## config.mk

```make
export PLATFORM = sky130hd
export DESIGN_NAME = bcd_updown_counter
export DESIGN_NICKNAME = d
export VERILOG_FILES = /design/src/rtl/bcd_updown_counter.sv
export SDC_FILE = /design/constraint.sdc
export NUM_CORES = 1
export LEC_CHECK = 0
export ABC_AREA = 0
export CAP_MARGIN = 20
export CELL_PAD_IN_SITES_DETAIL_PLACEMENT = 0
export CELL_PAD_IN_SITES_GLOBAL_PLACEMENT = 1
export CORE_MARGIN = 2
export CORE_UTILIZATION = 40
export DETAILED_ROUTE_END_ITERATION = 10
export MAX_ROUTING_LAYER = met4
export PLACE_DENSITY = 0.83
export SYNTH_ARGS = -nofsm -noshare
export SYNTH_HDL_FRONTEND = slang
export SYNTH_SLANG_ARGS = --single-unit
```

## constraint.sdc

```tcl
create_clock -name CLOCK_50 -period 3.1 [get_ports CLOCK_50]
set_clock_uncertainty 0.1 [all_clocks]
set_input_delay 0.31 -clock CLOCK_50 [delete_from_list [all_inputs] [get_ports CLOCK_50]]
set_output_delay 0.31 -clock CLOCK_50 [all_outputs]
set_load 0.01 [all_outputs]
```

## src/rtl/bcd_updown_counter.sv

```systemverilog
// Multi-digit BCD up/down counter with built-in tick prescaler, load check and wrap flag.
// Latency: q, tick, wrap and load_err update one CLOCK_50 edge after the sampled inputs; tc is combinational.
// Backpressure: none; clear and load take effect every cycle, a coinciding count tick is dropped.
module bcd_updown_counter #(
  parameter int                  DIGITS   = 4,
  parameter logic [4*DIGITS-1:0] MAX_BCD  = 16'h9999,
  parameter int                  TICK_DIV = 50_000_000
) (
  input  logic                  CLOCK_50,
  input  logic                  reset_n,
  input  logic                  clear,
  input  logic                  load,
  input  logic [4*DIGITS-1:0]   load_val,
  input  logic                  en,
  input  logic                  up,
  output logic [4*DIGITS-1:0]   q,
  output logic                  tick,
  output logic                  tc,
  output logic                  wrap,
  output logic                  load_err
);

  localparam int W  = 4 * DIGITS;
  // A divide-by-one prescaler still needs a one-bit register to stay legal.
  localparam int PW = (TICK_DIV > 1) ? $clog2(TICK_DIV) : 1;
  localparam logic [PW-1:0] PS_LAST = PW'(TICK_DIV - 1);

  logic [PW-1:0] ps_q, ps_d;
  logic          tick_q, tick_d;
  logic [W-1:0]  q_q, q_d;
  logic          wrap_q, wrap_d;
  logic          lerr_q, lerr_d;

  logic [W-1:0]  inc_val, dec_val;
  logic          carry, borrow;
  logic          load_ok;
  logic          at_max, at_zero;

  assign at_max  = (q_q == MAX_BCD);
  assign at_zero = (q_q == '0);

  // Prescaler: free-running modulo-TICK_DIV count, tick is registered one cycle after the last state.
  always_comb begin
    ps_d   = ps_q;
    tick_d = 1'b0;
    if (clear) begin
      ps_d   = '0;
      tick_d = 1'b0;
    end else begin
      tick_d = (ps_q == PS_LAST);
      ps_d   = (ps_q == PS_LAST) ? '0 : ps_q + PW'(1);
    end
  end

  // BCD +1 and -1 of the current count; carry and borrow ripple through every digit in one cycle.
  always_comb begin
    inc_val = q_q;
    dec_val = q_q;
    carry   = 1'b1;
    borrow  = 1'b1;
    for (int i = 0; i < DIGITS; i++) begin
      if (carry) begin
        if (q_q[4*i +: 4] == 4'd9) begin
          inc_val[4*i +: 4] = 4'd0;
        end else begin
          inc_val[4*i +: 4] = q_q[4*i +: 4] + 4'd1;
          carry             = 1'b0;
        end
      end
      if (borrow) begin
        if (q_q[4*i +: 4] == 4'd0) begin
          dec_val[4*i +: 4] = 4'd9;
        end else begin
          dec_val[4*i +: 4] = q_q[4*i +: 4] - 4'd1;
          borrow            = 1'b0;
        end
      end
    end
  end

  // A load is accepted only if it is well-formed BCD and does not exceed the wrap limit.
  always_comb begin
    load_ok = (load_val <= MAX_BCD);
    for (int i = 0; i < DIGITS; i++) begin
      if (load_val[4*i +: 4] > 4'd9) begin
        load_ok = 1'b0;
      end
    end
  end

  // Count next state: clear beats load beats a qualified tick; wrap/load_err are single-cycle pulses.
  always_comb begin
    q_d    = q_q;
    wrap_d = 1'b0;
    lerr_d = 1'b0;
    if (clear) begin
      q_d = '0;
    end else if (load) begin
      if (load_ok) begin
        q_d = load_val;
      end else begin
        lerr_d = 1'b1;
      end
    end else if (tick_q && en) begin
      if (up) begin
        if (at_max) begin
          q_d    = '0;
          wrap_d = 1'b1;
        end else begin
          q_d = inc_val;
        end
      end else begin
        if (at_zero) begin
          q_d    = MAX_BCD;
          wrap_d = 1'b1;
        end else begin
          q_d = dec_val;
        end
      end
    end
  end

  // State registers with asynchronous active-low reset.
  always_ff @(posedge CLOCK_50 or negedge reset_n) begin
    if (!reset_n) begin
      ps_q   <= '0;
      tick_q <= 1'b0;
      q_q    <= '0;
      wrap_q <= 1'b0;
      lerr_q <= 1'b0;
    end else begin
      ps_q   <= ps_d;
      tick_q <= tick_d;
      q_q    <= q_d;
      wrap_q <= wrap_d;
      lerr_q <= lerr_d;
    end
  end

  assign q        = q_q;
  assign tick     = tick_q;
  assign wrap     = wrap_q;
  assign load_err = lerr_q;
  // Terminal count looks ahead at the next enabled tick so a following stage can cascade on it.
  assign tc       = en & ((up & at_max) | (~up & at_zero));

endmodule

```

==> results of run 1 <==
registers in the layout (all words and copies together), names as in the netlist:
name and count:
wrap 1, load_err 1, tick 1, ps_q 26
q 16
worst max-delay path by stage:
| stage | startpoint | endpoint | slack [ns] | cells past startpoint |
|---|---|---|---|---|
| after floorplan | q[4] | tc | 0.77 | 6 |
| after detailed placement | q[13] | tc | 0.25 | 7 |
| final | q[13] | tc | 0.24 | 7 |
| after CTS | q[13] | tc | 0.25 | 7 |
| after global placement | q[13] | tc | 0.30 | 7 |
| after global routing | q[13] | tc | 0.09 | 7 |
layer usage:
layer  GRT usage [%]  vias up  part of all wire (%)
li1                -     1343                     -
met1           27.83     1293                    50
met2           29.35       71                    45
met3           3.568        7                   4.6
met4           4.293        0                  0.91
met5               -        -                     0
layout by cell type (no fill, tap or decap), types with 7 or more instances in the layout:
| master | n |
|---|---|
| nor2_1 | 45 |
| dfrtp_1 | 45 |
| clkdlybuf4s50_1 | 39 |
| nand2_1 | 23 |
| xor2_1 | 22 |
| nand3_1 | 20 |
| o21ai_0 | 20 |
| buf_4 | 17 |
| inv_1 | 13 |
| ha_1 | 13 |
| nor3_1 | 12 |
| nand4_1 | 10 |
| nand2b_1 | 7 |
| a21oi_1 | 7 |
| o31ai_1 | 7 |
report_power, final:
part	switching, W	total, W	internal (W)
clock network	0.000223	0.000462	0.000239
registers	0.0000638	0.000690	0.000627
logic	0.000273	0.000551	0.000279
synthesized netlist by cell type, drive strengths merged (3+ instances only):
master and count:
a221oi 6, nand4 10, nand2 23, xnor2 5, or3 3, nor4 4
nor2 45, nor3 12, xor2 22, ha 13, o21bai 3, nor2b 3
o31ai 7, dfrtp 45, inv 13, nand3 20, a21oi 7, nor3b 3
mux2 4, o21ai 22, nand2b 7, buf 9, clkbuf 8, and3b 5
or3b 4, and3 5
worst register-to-register path: cells and delay by family, from the launching register on:
| family | cells | cell delay (ns) |
|---|---|---|
| compound gates | 1 | 0.26 |
| buf+inv | 2 | 0.24 |
| fa+ha+maj | 1 | 0.17 |
| simple gates | 3 | 0.79 |
| flops | 1 | 0.47 |
| mux | 1 | 0.36 |
per-stage QoR:
stage | worst slack (ns) | hold slack (ns) | std cells
after floorplan | 0.7712 | -0.08559 | 345
after global placement | 0.2983 | 0.3981 | 485
after detailed placement | 0.2481 | 0.4079 | 485
after CTS | 0.2478 | 0.1270 | 492
after global routing | 0.09214 | 0.4246 | 494
final | 0.2419 | 0.3826 | 494
cells by family (layout without fill, tap and decap cells):
logic type,after synthesis,count (layout),synth area share [%]
AO/OA/AOI/OAI,69,69,16.27
flip-flops,45,45,36.79
AND/OR/NAND/NOR,155,155,27.23
XOR/XNOR,27,27,7.727
multiplexers,6,6,2.126
buffers and inverters,30,80,4.538
adder cells (fa/ha/maj),13,13,5.315
area by class of cell:
type / count / area [um2]
fillers: 684 / 3561
multi-input cells: 270 / 1802
flip-flops and latches: 45 / 1126
repair buffers: 60 / 561.8
well taps: 99 / 123.9
clock buffers: 5 / 68.82
inverters: 13 / 48.80
clock inverters: 2 / 38.79
timing repair:
action,in CTS,in global routing
gates resized for setup,2,0
endpoints found under the setup margin,1,0
hold buffers,0,1
hold endpoints to repair,0,18
==> results.toml, run 1 <==
[floorplan]
placementRows = 31
core_area_um2 = 7331
num_io_pins = 42
start_util_pct = 41.75
dieArea_um2 = 8367
die_height_um = 91.47
dieWidth_um = 91.47

[worst_setup_path]
slowest_delay_ns = 0.51
r2r_slack_ns = 0.60
cp-start-kind = "flop"
critPathTopFamily = "simple AND/OR/NAND/NOR gates"
rr_worst_depth = 8
critPathCaptureType = "output pin"
critical_path_buf_inv_count = 2
crit_type = "flop to output pin"
r2r-end = "q[15]"
crit_chain = "inv_1 > ha_1 > or3b_2 > nor4_2 > nand2b_1 > a21boi_1 > dlygate4sd2_1"
worstPathMaxFanout = 6
slowest_stage = "or3b_2"
rr_startpoint = "q[4]"
cp.arrival_ns = 2.45
required_ns = 2.69

[global_route]
grt_util_all_layers_pct = 19.65
grt_max_degree = 46
grt_antenna_before_repair = 0
grt_pass1_wl_um = 13040
first_global_vias = 2619
grt-ovfl-total = 0

[clock_network]
cts_tree = "yes"
cts_buffers = 5
cts_sinks = 45
post_cts_buffers = 0
cts.path.max_buffers = 2
clock_latency_ns = 0.31
cts_max_level = 2
root_buffer = "clkbuf_8"
cts.clk_slew.worst_paths_ns = 0.09

[worst_hold_path]
hp-class = "input pin to async pin"

[yosys]
syn_nets = 380
async_reset_ff_share_pct = 100.0
synth_area_per_cell_um2 = 8.871
synth_top_area_share_pct = 36.79
synth_edf_count = 0
synth.cell_area_um2 = 3060
yosysTopAreaCell = "dfrtp_1"
synth-seq-area-share_pct = 36.79
synth_warnings = 0
synth_area_leaders = "dfrtp_1 (37%), xor2_1 (6.3%), nor2_1 (5.5%)"
synth_cells = 345
synth_seq_cells = 45
synthDistinctLibCells = 67
synthFlopType = "dfrtp_1"

[pwr]
ir_drop_v = 0.0002208
finalPower_w = 0.001704
power_density_nw_per_um2 = 451.9
p_leak_nw = 1.588

[timing]
maxSlewHeadroom_pct = 50.37
rsz0062_at_grt = "no"
report.final.slew_viol_count = 0
hold_viol = 0
fin_tns_setup_ns = 0
setup_viol = 0
min_period_over_period_pct = 92.20
fmax_mhz = 349.9
worst_slew_pin_slew_ns = 0.7388
fin_crit_ns = 2.858

[drt]
drt_iter0_drc = 178
routed_via_density = 5.494
drtPass1Iterations = 5
avgRoutedWirePerCell_um = 15.73
routed_wl_um = 7773
drcViolationCount = 0
vias = 2714
drtAntennaViolNets = 0

[finish]
utilization_pct = 51.43
antenna_cells = 0
drive_gt1_share_pct = 11.65
nets = 430
final_area_um2 = 3770
areaGrowthSynthToFinish_pct = 23.18

[place]
gp_congestion = 0.9153
portBuffers = 41
placed_area_um2 = 3627
dp_hpwl_um = 5689

[status]
status = "finished, final reports clean"

[run]
maxCapViolations = 0
No activity file was read; power rests on OpenSTA's default activity.
==> run 2: changes to the inputs <==
--- a/config.mk
+++ b/config.mk
@@ -6,7 +6,6 @@
 export NUM_CORES = 1
 export LEC_CHECK = 0
 export ABC_AREA = 0
-export CAP_MARGIN = 20
 export CELL_PAD_IN_SITES_DETAIL_PLACEMENT = 0
 export CELL_PAD_IN_SITES_GLOBAL_PLACEMENT = 1
 export CORE_MARGIN = 2
@@ -14,6 +13,7 @@
 export DETAILED_ROUTE_END_ITERATION = 10
 export MAX_ROUTING_LAYER = met4
 export PLACE_DENSITY = 0.83
+export RECOVER_POWER = 25
 export SYNTH_ARGS = -nofsm -noshare
 export SYNTH_HDL_FRONTEND = slang
 export SYNTH_SLANG_ARGS = --single-unit
==> run 2 against run 1 <==
Against the previous run: the flow now finishes with violations (max-capacitance violations, max-slew violations); count of clock-buffer cells in the layout stayed put; routed wire length is 0.91% lower; sequential share of layout area is 0.25 points higher; clock power is 0.9% lower; core utilization is 0.43 points lower; critical endpoint unchanged.
==> results.toml, run 2 (synthesis results as in run 1) <==
[status]
status = "complete, but fails checks"
violations = "max-capacitance violations, max-slew violations"

[finish]
final_cell_mix = "nor2_1 (45), dfrtp_1 (45), clkdlybuf4s50_1 (39)"
largest_reg_flops = 26
areaGrowthSynthToFinish_pct = 22.16
final_cells = 492
multi_input_area_um2 = 1802
regArea_um2 = 1126
largest-register = "ps_q"
nFillCells = 687
nets = 428
drive_gt1_share_pct = 11.20
antenna_cells = 0

[worst_hold_path]
hp-class = "flop to flop"
min_path_cells = 1

[timing]
fin_crit_ns = 2.870
worst_slew_pin_slew_ns = 2.498
fin_tns_setup_ns = 0
fmax_mhz = 348.4
hold_viol = 0
rsz0062_at_grt = "no"
report.final.slew_viol_count = 46
maxSlewHeadroom_pct = -66.54
min_period_over_period_pct = 92.60
setup_viol = 0

[run]
maxCapViolations = 1

[global_route]
grt-ovfl-total = 0
grt_antenna_before_repair = 0
first_global_vias = 2619
grt_max_degree = 46
grt_pass1_wl_um = 13040
grt_util_all_layers_pct = 19.65

[pwr]
p_leak_nw = 1.572
power_density_nw_per_um2 = 453.2
ir_drop_v = 0.0002207

[clock_network]
cts_buffers = 5
root_buffer = "clkbuf_8"
cts_max_level = 2
cts_sinks = 45
cts.path.max_buffers = 2
clock_latency_ns = 0.31
cts_tree = "yes"
cts.clk_slew.worst_paths_ns = 0.09

[place]
dp_hpwl_um = 5689
gp_congestion = 0.9153
portBuffers = 41
dp.cells = 485

[worst_setup_path]
critPathTopFamily = "simple AND/OR/NAND/NOR gates"
cp.arrival_ns = 2.46
crit_type = "flop to output pin"
crit_chain = "inv_1 > ha_1 > or3b_2 > nor4_2 > nand2b_1 > a21boi_1 > dlygate4sd2_1"
worstPathMaxFanout = 6
path_depth = 7
slowest_stage = "or3b_2"
critPathCaptureType = "output pin"
critical_path_buf_inv_count = 2
required_ns = 2.69
cp-start-kind = "flop"
rr_worst_depth = 8
slowest_delay_ns = 0.51

[floorplan]
core_area_um2 = 7331
die_height_um = 91.47
num_io_pins = 42
start_util_pct = 41.75
dieArea_um2 = 8367
placementRows = 31
dieWidth_um = 91.47

[drt]
routed_wl_um = 7702
drtPass1Iterations = 4
drtAntennaViolNets = 0
drt_iter0_drc = 127
avgRoutedWirePerCell_um = 15.65
drcViolationCount = 0
vias = 2717
routed_via_density = 5.522
==> run 2: cell count changes in the layout (fill, tap and decap cells not counted), sizes merged <==
cell / previous run / this run
dlygate4sd3: 1 / 0
clkbuf: 5 / 6
buf: 19 / 17
==> run 2: area by class of cell <==
| type | count | area share (%) |
|---|---|---|
| flip-flops and latches | 45 | 30.12 |
| clock buffers | 5 | 1.841 |
| clock inverters | 2 | 1.037 |
| multi-input cells | 270 | 48.19 |
| inverters | 13 | 1.305 |
| repair buffers | 58 | 14.19 |
| well taps | 99 | 3.313 |
==> run 2: worst paths after layout <==
check                      startpoint  endpoint  slack, ns
max                             q[13]        tc       0.23
max reg2reg                      q[4]     q[15]       0.59
max in group asynchronous     reset_n      q[9]       0.82
min                           ps_q[0]   ps_q[0]       0.42
min in group asynchronous     reset_n  ps_q[17]       0.66
min reg2reg                   ps_q[0]   ps_q[0]       0.42
==> run 2: worst reg2reg max path, cell delays in order, from the launching register on <==
cell	delay, ns
dfrtp_1	0.47
inv_1	0.11
ha_1	0.17
buf_4	0.13
nor3b_2	0.26
nand2_1	0.14
or3_4	0.40
a31oi_4	0.26
mux2_2	0.36
==> run 2: power breakdown <==
| group | leakage, nW | total (W) | switching, W | internal (W) |
|---|---|---|---|---|
| clock network | 0.0546 | 0.000458 | 0.000219 | 0.000239 |
| registers | 0.611 | 0.000691 | 0.0000642 | 0.000627 |
| logic | 0.907 | 0.000545 | 0.000270 | 0.000275 |
| total | 1.57 | 0.00169 | 0.000554 | 0.00114 |
==> run 2: routing by layer <==
metal / wire (um) / part of all wire [%] / GRT usage [%] / vias up
met1: 3828 / 50 / 27.83 / 1292
li1: - / - / - / 1342
met3: 379 / 4.9 / 3.568 / 7
met5: 0 / 0 / - / -
met2: 3422 / 44 / 29.35 / 76
met4: 71 / 0.92 / 4.293 / 0
==> run 2: stage by stage <==
stage	utilization, %	total power, W	setup WS, ns	area, um2	hold WS, ns
2_1_floorplan	-	0.001026	0.7712	3060	-0.08559
5_1_grt	51.00	0.001794	0.09214	3739	0.4570
3_3_place_gp	49.48	0.001239	0.2983	3627	0.3981
6_report	51.00	0.001694	0.2295	3739	0.4190
3_5_place_dp	49.48	0.001243	0.2481	3627	0.4079
4_1_cts	51.02	0.001706	0.2478	3740	0.1270
==> run 2: repair_timing <==
action,CTS,global route
resized for setup,2,0
hold buffers,0,0
endpoints found under the setup margin,1,0
setup buffers,0,0
